<file path="src/rtl/fp32_pkg.sv">
// Shared types and constants for the sequential binary32 adder.
package fp32_pkg;

   typedef enum logic [3:0] {
      S_IDLE,
      S_GET_A,
      S_GET_B,
      S_UNPACK,
      S_SPECIAL,
      S_ALIGN,
      S_ADD_0,
      S_ADD_1,
      S_NORM_1,
      S_NORM_2,
      S_ROUND,
      S_PACK,
      S_PUT_Z
   } state_e;

   typedef struct packed {
      logic        sign;
      logic [7:0]  exp;
      logic [22:0] frac;
   } fp32_t;

   localparam int EXP_BIAS = 127;
   localparam int EXP_MIN  = -126;
   localparam int EXP_MAX  = 127;

   localparam logic [31:0] QNAN    = 32'h7FC0_0000;
   localparam logic [31:0] POS_INF = 32'h7F80_0000;

endpackage

</file>
<file path="src/rtl/fp32_special.sv">
// Combinational classifier for NaN / infinity / zero operand pairs that
// bypass the arithmetic datapath.
module fp32_special
   import fp32_pkg::*;
(
   input  logic [31:0] a_i,
   input  logic [31:0] b_i,
   output logic        is_special_o,
   output logic [31:0] result_o
);

   fp32_t a;
   fp32_t b;
   logic  a_nan, b_nan, a_inf, b_inf, a_zero, b_zero;

   assign a = a_i;
   assign b = b_i;

   assign a_nan  = (a.exp == 8'hFF) && (a.frac != '0);
   assign b_nan  = (b.exp == 8'hFF) && (b.frac != '0);
   assign a_inf  = (a.exp == 8'hFF) && (a.frac == '0);
   assign b_inf  = (b.exp == 8'hFF) && (b.frac == '0);
   assign a_zero = (a.exp == 8'h00) && (a.frac == '0);
   assign b_zero = (b.exp == 8'h00) && (b.frac == '0);

   // NOTE: both outputs get a default first so no path through the if-chain can infer a latch.
   always_comb begin
      is_special_o = 1'b1;
      result_o     = QNAN;
      if (a_nan || b_nan) begin
         result_o = QNAN;
      end else if (a_inf && b_inf && (a.sign != b.sign)) begin
         result_o = QNAN;
      end else if (a_inf) begin
         result_o = a_i;
      end else if (b_inf) begin
         result_o = b_i;
      end else if (a_zero && b_zero) begin
         result_o = {a.sign & b.sign, 31'b0};
      end else if (a_zero) begin
         result_o = b_i;
      end else if (b_zero) begin
         result_o = a_i;
      end else begin
         is_special_o = 1'b0;
         result_o     = '0;
      end
   end

endmodule

</file>
<file path="src/rtl/fp32_adder.sv">
// Sequential IEEE-754 binary32 adder: fetches A then B over strobe/ack
// handshakes, walks a multi-cycle datapath, and holds the sum until accepted.
module fp32_adder
   import fp32_pkg::*;
(
   input  logic        clk,
   input  logic        rst,
   input  logic [31:0] input_a,
   input  logic [31:0] input_b,
   input  logic        input_a_stb,
   input  logic        input_b_stb,
   input  logic        ack_output,
   input  logic        start,
   output logic [31:0] output_z,
   output logic        output_z_stb,
   output logic        input_a_ack,
   output logic        input_b_ack,
   output logic        idle_status,
   output logic        output_valid
);

   localparam logic signed [9:0] E_MIN  = 10'(EXP_MIN);
   localparam logic signed [9:0] E_MAX  = 10'(EXP_MAX);
   localparam logic signed [9:0] E_BIAS = 10'(EXP_BIAS);

   state_e            state_q;
   fp32_t             a_q, b_q;
   logic [26:0]       a_m_q, b_m_q;
   logic signed [9:0] a_e_q, b_e_q, z_e_q;
   logic              a_s_q, b_s_q, z_s_q;
   logic [27:0]       sum_q;
   logic [23:0]       z_m_q;
   logic              guard_q, round_q, sticky_q;
   logic [31:0]       z_q;
   logic              z_stb_q, a_ack_q, b_ack_q, idle_q, valid_q;

   logic              is_special;
   logic [31:0]       special_z;
   logic [24:0]       z_m_inc;
   logic signed [9:0] z_biased;

   fp32_special u_special (
      .a_i          (a_q),
      .b_i          (b_q),
      .is_special_o (is_special),
      .result_o     (special_z)
   );

   assign z_m_inc  = {1'b0, z_m_q} + 25'd1;
   assign z_biased = z_e_q + E_BIAS;

   // NOTE: every register here is state, so all updates are non-blocking.
   always_ff @(posedge clk or posedge rst) begin
      if (rst) begin
         state_q  <= S_IDLE;
         a_q      <= '0;
         b_q      <= '0;
         a_m_q    <= '0;
         b_m_q    <= '0;
         a_e_q    <= '0;
         b_e_q    <= '0;
         z_e_q    <= '0;
         a_s_q    <= 1'b0;
         b_s_q    <= 1'b0;
         z_s_q    <= 1'b0;
         sum_q    <= '0;
         z_m_q    <= '0;
         guard_q  <= 1'b0;
         round_q  <= 1'b0;
         sticky_q <= 1'b0;
         z_q      <= '0;
         z_stb_q  <= 1'b0;
         a_ack_q  <= 1'b0;
         b_ack_q  <= 1'b0;
         idle_q   <= 1'b1;
         valid_q  <= 1'b0;
      end else begin
         unique case (state_q)
            S_IDLE: if (start) begin
               valid_q <= 1'b0;
               idle_q  <= 1'b0;
               a_ack_q <= 1'b1;
               state_q <= S_GET_A;
            end
            S_GET_A: if (input_a_stb && a_ack_q) begin
               a_q     <= input_a;
               a_ack_q <= 1'b0;
               b_ack_q <= 1'b1;
               state_q <= S_GET_B;
            end
            S_GET_B: if (input_b_stb && b_ack_q) begin
               b_q     <= input_b;
               b_ack_q <= 1'b0;
               state_q <= S_UNPACK;
            end
            S_UNPACK: begin
               a_s_q   <= a_q.sign;
               b_s_q   <= b_q.sign;
               a_m_q   <= {a_q.exp != 8'h00, a_q.frac, 3'b000};
               b_m_q   <= {b_q.exp != 8'h00, b_q.frac, 3'b000};
               a_e_q   <= (a_q.exp == 8'h00) ? E_MIN : $signed({2'b00, a_q.exp}) - E_BIAS;
               b_e_q   <= (b_q.exp == 8'h00) ? E_MIN : $signed({2'b00, b_q.exp}) - E_BIAS;
               state_q <= S_SPECIAL;
            end
            S_SPECIAL: if (is_special) begin
               z_q     <= special_z;
               z_stb_q <= 1'b1;
               state_q <= S_PUT_Z;
            end else begin
               state_q <= S_ALIGN;
            end
            // Once only the sticky bit can remain, further shifts are no-ops, so jump the exponent.
            S_ALIGN: if (a_e_q > b_e_q) begin
               if (b_m_q[26:1] == '0) begin
                  b_e_q <= a_e_q;
               end else begin
                  b_e_q <= b_e_q + 10'sd1;
                  b_m_q <= {1'b0, b_m_q[26:2], b_m_q[1] | b_m_q[0]};
               end
            end else if (a_e_q < b_e_q) begin
               if (a_m_q[26:1] == '0) begin
                  a_e_q <= b_e_q;
               end else begin
                  a_e_q <= a_e_q + 10'sd1;
                  a_m_q <= {1'b0, a_m_q[26:2], a_m_q[1] | a_m_q[0]};
               end
            end else begin
               state_q <= S_ADD_0;
            end
            S_ADD_0: begin
               z_e_q <= a_e_q;
               if (a_s_q == b_s_q) begin
                  sum_q <= {1'b0, a_m_q} + {1'b0, b_m_q};
                  z_s_q <= a_s_q;
               end else if (a_m_q >= b_m_q) begin
                  sum_q <= {1'b0, a_m_q} - {1'b0, b_m_q};
                  z_s_q <= a_s_q;
               end else begin
                  sum_q <= {1'b0, b_m_q} - {1'b0, a_m_q};
                  z_s_q <= b_s_q;
               end
               state_q <= S_ADD_1;
            end
            S_ADD_1: begin
               if (sum_q == '0) begin
                  z_s_q    <= 1'b0;
                  z_e_q    <= E_MIN;
                  z_m_q    <= '0;
                  guard_q  <= 1'b0;
                  round_q  <= 1'b0;
                  sticky_q <= 1'b0;
               end else if (sum_q[27]) begin
                  z_m_q    <= sum_q[27:4];
                  guard_q  <= sum_q[3];
                  round_q  <= sum_q[2];
                  sticky_q <= sum_q[1] | sum_q[0];
                  z_e_q    <= z_e_q + 10'sd1;
               end else begin
                  z_m_q    <= sum_q[26:3];
                  guard_q  <= sum_q[2];
                  round_q  <= sum_q[1];
                  sticky_q <= sum_q[0];
               end
               state_q <= S_NORM_1;
            end
            S_NORM_1: if (!z_m_q[23] && (z_e_q > E_MIN)) begin
               z_e_q   <= z_e_q - 10'sd1;
               z_m_q   <= {z_m_q[22:0], guard_q};
               guard_q <= round_q;
               round_q <= 1'b0;
            end else begin
               state_q <= S_NORM_2;
            end
            S_NORM_2: if (z_e_q < E_MIN) begin
               z_e_q    <= z_e_q + 10'sd1;
               z_m_q    <= {1'b0, z_m_q[23:1]};
               guard_q  <= z_m_q[0];
               round_q  <= guard_q;
               sticky_q <= sticky_q | round_q;
            end else begin
               state_q <= S_ROUND;
            end
            S_ROUND: begin
               if (guard_q && (round_q || sticky_q || z_m_q[0])) begin
                  if (z_m_inc[24]) begin
                     z_m_q <= 24'h80_0000;
                     z_e_q <= z_e_q + 10'sd1;
                  end else begin
                     z_m_q <= z_m_inc[23:0];
                  end
               end
               state_q <= S_PACK;
            end
            S_PACK: begin
               if (z_e_q > E_MAX) begin
                  z_q <= POS_INF | {z_s_q, 31'b0};
               end else begin
                  z_q <= {z_s_q, z_m_q[23] ? z_biased[7:0] : 8'h00, z_m_q[22:0]};
               end
               z_stb_q <= 1'b1;
               state_q <= S_PUT_Z;
            end
            S_PUT_Z: if (ack_output && z_stb_q) begin
               z_stb_q <= 1'b0;
               valid_q <= 1'b1;
               idle_q  <= 1'b1;
               state_q <= S_IDLE;
            end
            default: state_q <= S_IDLE;
         endcase
      end
   end

   assign output_z     = z_q;
   assign output_z_stb = z_stb_q;
   assign input_a_ack  = a_ack_q;
   assign input_b_ack  = b_ack_q;
   assign idle_status  = idle_q;
   assign output_valid = valid_q;

endmodule

</file>
<file path="config.mk">
export PLATFORM = sky130hd
export DESIGN_NAME = fp32_adder
export DESIGN_NICKNAME = d
export VERILOG_FILES = /design/src/rtl/fp32_pkg.sv /design/src/rtl/fp32_special.sv /design/src/rtl/fp32_adder.sv
export SDC_FILE = /design/constraint.sdc
export NUM_CORES = 1
export LEC_CHECK = 0
export CORE_ASPECT_RATIO = 1.2
export CORE_MARGIN = 2
export CORE_UTILIZATION = 63
export DETAILED_ROUTE_END_ITERATION = 8
export PLACE_DENSITY = 0.86
export SKIP_LAST_GASP = 1
export SYNTH_ARGS = -nofsm -noshare
export SYNTH_HDL_FRONTEND = slang
export SYNTH_SLANG_ARGS = --single-unit
</file>
<file path="constraint.sdc">
create_clock -name clk -period 16.6 [get_ports clk]
set_clock_uncertainty 0.2 [all_clocks]
set_input_delay 3.32 -clock clk [delete_from_list [all_inputs] [get_ports clk]]
set_output_delay 3.32 -clock clk [all_outputs]
set_load 0.1 [all_outputs]
</file>
# After elaboration in Yosys (flattened, before gate mapping)
# Cells that the tools add are included.
# Widths: inputs -> output; s select.
# totals
word_cells,231
inputBits,70
output_inout_bits,37
ff_bits,247
# op_classes
add_sub_neg,11
n_reduce_logical,58
n_lt_le_gt_ge,6
eq_ne,35
n_bitwise,5
mux,90
# ops
operator,count
$mux 32,8
$mux 24,6
$mux 27,5
$mux 10,13
$pmux 27 s2,2
$pmux 24 s4,1
$pmux 32 s2,1
$mux 28,2
$sub 27x27->28,2
$logic_not 26->1,2
$pmux 4 s13,1
$pmux 10 s5,1
$logic_not 23->1,2
$reduce_bool 23->1,2
$pmux 10 s2,2
$mux 4,9
$ne 2x2->1 const B,18
$mux 31,1
$add 10x2->10 const B,3
$mux 1,29
$add 27x27->28,1
$logic_not 28->1,1
$ge 27x27->1,1
$add 24x1->25 const B,1
other kinds (35),91

# Longest topological paths before layout
# Gate-level depths: netlist of run 1.
# depth
word_depth,11
mapped_depth,15
ltp_nobuf,12

# By module
# A second synthesis of run 1 with hierarchy kept.
# unflattened
cells_unflattened,2218
area_unflattened_um2,18072.3
# by_module_without_submodules
mod,seq_area_each_um2,area_each_um2,n_inst,cells_each
fp32_adder,6182.2,17414.2,1,2112
fp32_special,0.0,658.1,1,106

# Least setup slack after synthesis of run 1
# OpenSTA, ideal clock, no wires.
# synth_timing
kind,input to register
from,input input_a_stb
to,register state_q[3]
n_path_buf,0
path_slack_ns,11.918
required_time_ns,16.275
t_arrival_ns,4.358
setup_time_ns,0.125
path_stages,7
path_cell_list,and3_1 > a21oi_1 > a22oi_1 > o2111ai_1 > a21oi_1 > nand3_1 > mux2_2
# synth_via
elab_chain_cells,3
# synth_lines
element,line,rtl
from (decl),fp32_adder.sv:10,"input logic input_a_stb,"
$logic_and 1x1->1,fp32_adder.sv:85,S_GET_A: if (input_a_stb && a_ack_q) begin
$ne 2x2->1 (no line),--,
$reduce_and 8->1 (no line),--,
to (signal assigned),fp32_adder.sv:83,state_q <= S_GET_A;
to (signal assigned),fp32_adder.sv:89,state_q <= S_GET_B;
to (signal assigned),fp32_adder.sv:94,state_q <= S_UNPACK;
to (decl),fp32_adder.sv:26,state_e state_q;
# No other way between the ends.
# A chain may end at the register's enable or synchronous reset.

==> reports/metrics.csv, run 1 <==
metric,value,unit
design area,0.02036,mm²
vias post-DR,17964,
commonest register cell after synthesis,dfrtp_1,
Num CTS Buffers,26,
Area after DPL,0.01944,mm²
achievable clock frequency,0.1714,GHz
Hold Path Sink,output_z[29]$_DFFE_PP0P_,
vias in the first global route,17160,
CTS Hold Buffers Added,0,
count of final setup violators,0,
RSZ-0062 raised after global routing,no,
largest net degree at the start of global routing,101,
R2R depth,10,
syn nets,2397,
DIE WIDTH,159.1,µm
register area share after synthesis,33.99,%
Starting Density,63.62,%
final hold vios,0,
dpl cells,2604,
Synth Register Bits,247,
root buffer cell,clkbuf_16,
core area,0.02859,mm²
fraction of layout cells with a size suffix above 1,7.852,%
Netlist cell types,86,
total track usage,39.05,%
chip height,190.1,µm
number of port buffers,106,
worst min path class,reg2reg,
final WL,59970,µm
Fillers,2270,
worst hold start,output_z[29]$_DFFE_PP0P_,
fin crit share,35.14,%
Pwr Density,226.4,mW/mm²
transition time of the tightest slew-check pin,1238,ps
post-synthesis mux area share,6.177,%
simple-gate area share of the yosys netlist,18.16,%
Synthesis Warnings,0,
Worst setup EP type,asynchronous set/reset pin,
Mapped Area,0.01819,mm²
via/cell ratio,6.774,
die area,0.03025,mm²
diode count,0,
area share of fa/ha/maj cells after synthesis,7.347,%
quantity of gates resized following cts,0,
Switching Share,52.10,%
1st-pass router iterations,8,
CTS tree,built,
Clock power frac,13.7,%
synthesized area per cell,8.186,µm²
"Reg clk slew, reported paths",70,ps
Pint,2.208,mW
critical path class,in2async,
"non-filler cells, final",2652,
Compound-Gate Fraction of Synth Area,26.15,%
sequential power share,27.3,%
Cell Rows,68,
clk_lat worst skew,560,ps
r2r startpoint,z_m_q[0]$_DFFE_PP0P_,
gr ovfl total,0,
Min-Delay Path Depth,1,
"FFs w/ async S/R, synth",100.0,%
worst path required time,16940,ps
startpoint types,input port,
largest family of logic cells by synthesized area,compound AO/OA/AOI/OAI gates,
Area Growth Syn to Fin,11.93,%
number of max-cap violations,0,
Boundary Pins,107,
initial antenna violation count,0,
Post-route DRC,0,
RR Endpoint,z_e_q[1]$_DFFE_PP0P_,
gpl congestion,1.026,
R2R setup slack,11740,ps
Synth Instances,2222,
first-pass GRT wire length,94300,µm
VDD IR max,0.1298,mV
WP data arrival,6170,ps
Antenna Violating Nets Remaining,0,
Post-layout nets,2422,
H-tree depth,1,
PnR Total Power,4.610,mW
setup bufs post-CTS,0,
Clock Sinks,247,
drt initial violations,1978,
final worst path period need,5834,ps
CTS max path bufs,3,
P_sw,2.402,mW
Final Max Tran Viols,0,
status,"finished, final reports clean",
"EDFF count, synth",0,
routed wire length per instance,22.61,µm
Final TNS setup,0,ps
post-synthesis xor/xnor area fraction,2.745,%
Slew HR,16.90,%
CP Max Fanout,96,
post-DP HPWL,44580,µm
Combinational Power Share,59.0,%
Leakage,8.644,nW
Yosys cell counts (21+ instances only):
library cell  number  area share (%)
dfrtp_1          246              34
nor2_1           218             4.5
a21oi_1          199             5.5
nand2_1          190             3.9
o21ai_0          185             5.1
inv_1            118             2.4
clkbuf_1         117             2.4
ha_1             102             7.0
mux2_2            82             5.1
nand3_1           82             2.3
a21o_1            51             2.1
nor3_1            51             1.4
a211oi_1          44             1.8
xnor2_1           43             2.1
nor4_1            34             1.2
a22oi_1           30             1.2
nor2b_1           26            0.89
o22ai_1           25            0.86
nand4_1           23            0.79
o31ai_1           21            0.87
cells in the final DEF (no fill, tap or decap), drive strengths merged, types with 21 or more instances in the layout:
cell type / instances
dfrtp: 246
nor2b: 26
nor3: 51
a21o: 52
o31ai: 22
nand4: 23
ha: 102
clkbuf: 35
nand3: 82
xnor2: 43
inv: 119
a211oi: 45
o22ai: 25
a31oi: 21
o21ai: 201
nor4: 34
mux2: 82
clkdlybuf4s50: 106
nor2: 218
nand2: 190
a22oi: 30
buf: 26
a21oi: 200
registers in the layout, summed over array words and instances, names as in the netlist, 4 cells and up:
name      count
a_e_q        10
a_m_q        27
a_q          32
b_e_q        10
b_m_q        27
b_q          32
output_z     32
state_q       4
sum_q        28
z_e_q        10
z_m_q        24
per-stage QoR:
stage	utilization [%]	worst slack (ps)	hold WS, ps
2_1_floorplan	-	6295	272.5
6_report	71.22	10770	278.7
5_1_grt	71.22	10310	294.8
3_3_place_gp	67.99	10120	259.5
4_1_cts	71.22	10670	279.8
3_5_place_dp	67.99	10080	266.7
area by class of cell:
cell class / instances / area (µm²) / share of cell area (%)
clock buffer: 35 / 734.5 / 3.607
sequential: 247 / 6182 / 30.37
inverter: 119 / 454.2 / 2.231
tap: 385 / 481.7 / 2.366
multi-input combinational: 1721 / 11060 / 54.33
clock inverter: 13 / 188.9 / 0.9280
timing repair buffer: 132 / 1256 / 6.170
power groups by stage:
stage	logic, mW	registers [mW]	clock network [mW]
CTS	2.66	1.24	0.633
finish	2.72	1.26	0.631
detailed placement	2.64	1.24	0
global route	2.96	1.28	0.656
floorplan	1.86	1.29	0
global placement	2.59	1.23	0
layer usage:
layer  wire length, µm  share of wire, %  vias to the layer above  GRT usage, %
li1                  -                 -                     8136             -
met1             22940                38                     8502         49.93
met2             28110                47                     1107         64.80
met3              5741               9.6                      219         6.562
met4              3175               5.3                        0         18.85
met5                 0                 0                        -             0
critical path, cell delays in order:
cell             delay, ps
clkdlybuf4s50_1        490
inv_8                  460
buf_4                  840
buf_4                  870
cells by family after synthesis:
group	after synthesis
XOR/XNOR	57
multiplexers	102
AND/OR/NAND/NOR	711
flip-flops	247
adder cells (fa/ha/maj)	105
buffers and inverters	254
AO/OA/AOI/OAI	746
how the worst max path moves through the flow:
stage / start / end / cells past startpoint
after floorplan: rst / a_e_q[0]$_DFFE_PP0P_ / 1
after global placement: rst / a_m_q[1]$_DFFE_PP0P_ / 4
after detailed placement: rst / a_m_q[1]$_DFFE_PP0P_ / 4
after CTS: rst / a_m_q[1]$_DFFE_PP0P_ / 4
after global routing: rst / sum_q[21]$_DFFE_PP0P_ / 4
final: rst / sum_q[21]$_DFFE_PP0P_ / 4
Power figures use the tool's default switching activity.
==> inputs of run 2 (changes only) <==
Settings changed: CORE_UTILIZATION 63 to 55, PLACE_DENSITY 0.86 to 0.79.
Clock period 16.6 ns to 5.2 ns, I/O delays scaled along.
==> run 2 against run 1 <==
  * Global-route usage fell by 3.0 points
  * Combinational power grew to 3.3 times the previous value
  * Sequential cell count is the same
  * Sequential power grew to 3.2 times the previous value
  * Hold slack worse by 3.6 ps
  * Design area is 1.4% higher
  * Sequential share of layout area down 0.41 points
  * Routed wire length grew 4.9%
  * Largest power group unchanged
  * Highest routed layer is now met5
==> reports/metrics.csv, run 2 (same netlist as run 1, synthesis figures left out) <==
metric,value,unit,change
CP Max Fanout,19,,-80%
most frequent cells in the layout,"dfrtp_1, nor2_1, a21oi_1, nand2_1, o21ai_0",,
Critical path buffers and inverters,1,,-3
Boundary Pins,107,,unchanged
fraction of layout cells with a size suffix above 1,8.872,%,+1.0 points
final worst path period need,4296,ps,
count of final setup violators,0,,unchanged
"commonest non-fill, non-tap cell in the layout",dfrtp_1,,
quantity of gates resized following cts,0,,unchanged
hold_ws,275.1,ps,-3.601 ps
Cell Rows,72,,+5.9%
Final Max Tran Viols,0,,unchanged
vias post-DR,17984,,+0.11%
"Reg clk slew, reported paths",70,ps,about the same
Antenna Violating Nets Remaining,0,,unchanged
post-DP HPWL,47510,µm,+6.6%
clk_lat worst skew,580,ps,+20 ps
final hold vios,0,,unchanged
chip height,203.2,µm,+6.9%
gpl congestion,1.046,,+1.9%
WP data arrival,4500,ps,-1670 ps
Num CTS Buffers,27,,+3.8%
Min-Delay Path Depth,2,,+1
CTS max path bufs,3,,unchanged
r2r startpoint,a_m_q[18]$_DFFE_PP0P_,,
status,"finished, final reports clean",,
number of max-cap violations,0,,unchanged
worst hold start,output_z[14]$_DFFE_PP0P_,,
setup bufs post-CTS,0,,unchanged
Hold Path Sink,output_z[14]$_DFFE_PP0P_,,
final WL,62920,µm,+4.9%
"CP delay by family, top",compound AO/OA/AOI/OAI gates,,
root buffer cell,clkbuf_16,,
Worst setup EP type,flip-flop,,
Fillers,2808,,+24%
fin crit share,82.62,%,
worst path required time,5410,ps,-11530 ps
drt initial violations,2269,,+15%
die area,0.03455,mm²,+14%
vias in the first global route,16967,,-1.1%
VDD IR max,0.4129,mV,+220%
Leakage,8.777,nW,+1.5%
total track usage,36.03,%,-3.0 points
Pwr Density,729.8,mW/mm²,+220%
DIE WIDTH,170.0,µm,+6.8%
Starting Density,56.08,%,-7.5 points
crit path cell chain,inv_1 -> ha_1 -> nand4_1 -> or4_1 -> a211oi_1 -> or4_1 -> a21oi_4 -> a2111oi_0 -> a21oi_1 -> o2111ai_1 -> o311ai_0,,
critical path's slowest cell,a2111oi_0,,
core area,0.03243,mm²,+13%
first-pass GRT wire length,97700,µm,+3.6%
Post-route DRC,0,,unchanged
Slew HR,14.31,%,-2.6 points
dpl cells,2645,,+1.6%
largest net degree at the start of global routing,100,,-0.99%
startpoint types,flip-flop,,
R2R setup slack,900,ps,-10840 ps
achievable clock frequency,0.2328,GHz,
Area Growth Syn to Fin,13.48,%,
gr ovfl total,0,,unchanged
Post-layout nets,2442,,+0.83%
CTS Hold Buffers Added,0,,unchanged
Final TNS setup,0,ps,unchanged
H-tree depth,1,,unchanged
initial antenna violation count,2,,+2
RR Endpoint,sum_q[27]$_DFFE_PP0P_,,
Clock Sinks,247,,unchanged
R2R depth,11,,+1
RSZ-0062 raised after global routing,no,,
routed wire length per instance,23.33,µm,+3.2%
1st-pass router iterations,9,,+1
worst min path class,reg2reg,,
number of port buffers,106,,unchanged
critical path class,reg2reg,,
transition time of the tightest slew-check pin,1277,ps,+38.48 ps
"most used cell, CP",or4_1,,
via/cell ratio,6.668,,-1.6%
Max stage delay on crit path,610,ps,-260 ps
"non-filler cells, final",2697,,+1.7%
CTS tree,built,,
==> run 2: report_power, final <==
group | total [mW] | internal, mW | switching (mW)
sequential | 3.98 | 2.73 | 1.25
combinational | 8.92 | 3.18 | 5.74
clock | 2.16 | 1.31 | 0.852
==> run 2: worst register-to-register path, stage by stage, from the launching register on <==
cell	delay, ps
dfrtp_1	430
inv_1	90
ha_1	510
nand4_1	340
or4_1	600
a211oi_1	260
or4_1	310
a21oi_4	220
a2111oi_0	610
a21oi_1	120
o2111ai_1	220
o311ai_0	200
==> run 2: final cells by class <==
type | count | area [µm²] | share of cell area [%]
antenna | 2 | 5.005 | 0.02425
sequential | 247 | 6182 | 29.95
clock inverter | 13 | 214.0 | 1.037
clock buffer | 37 | 783.3 | 3.795
multi-input combinational | 1721 | 11070 | 53.64
inverter | 119 | 450.4 | 2.182
tap | 407 | 509.2 | 2.467
timing repair buffer | 151 | 1424 | 6.899
==> run 2: metal layers <==
metal / global-route usage, % / share of wire, %
met4: 13.55 / 3.8
met1: 49.65 / 42
met5: 0 / 0.021
met2: 57.17 / 46
met3: 5.977 / 8.8
==> run 2: how the worst max path moves through the flow <==
stage                                startpoint               endpoint  cells after the start
after floorplan                             rst   a_e_q[0]$_DFFE_PP0P_                      1
after global placement    a_m_q[18]$_DFFE_PP0P_  sum_q[27]$_DFFE_PP0P_                     11
after detailed placement  a_m_q[18]$_DFFE_PP0P_  sum_q[27]$_DFFE_PP0P_                     11
final                     a_m_q[18]$_DFFE_PP0P_  sum_q[27]$_DFFE_PP0P_                     11
after CTS                 a_m_q[18]$_DFFE_PP0P_  sum_q[27]$_DFFE_PP0P_                     11
after global routing      a_m_q[18]$_DFFE_PP0P_   sum_q[4]$_DFFE_PP0P_                     11
==> run 2: stage by stage <==
| step | util, % | cell area (µm²) | total power [mW] | setup WS (ps) |
|---|---|---|---|---|
| after floorplan | - | 18190 | 10.07 | 715.1 |
| after global placement | 60.55 | 19640 | 12.49 | 1068 |
| after detailed placement | 60.55 | 19640 | 12.61 | 938.9 |
| after CTS | 63.63 | 20630 | 14.81 | 922.4 |
| after global routing | 63.63 | 20630 | 15.94 | 677.8 |
| final | 63.64 | 20640 | 15.06 | 903.9 |
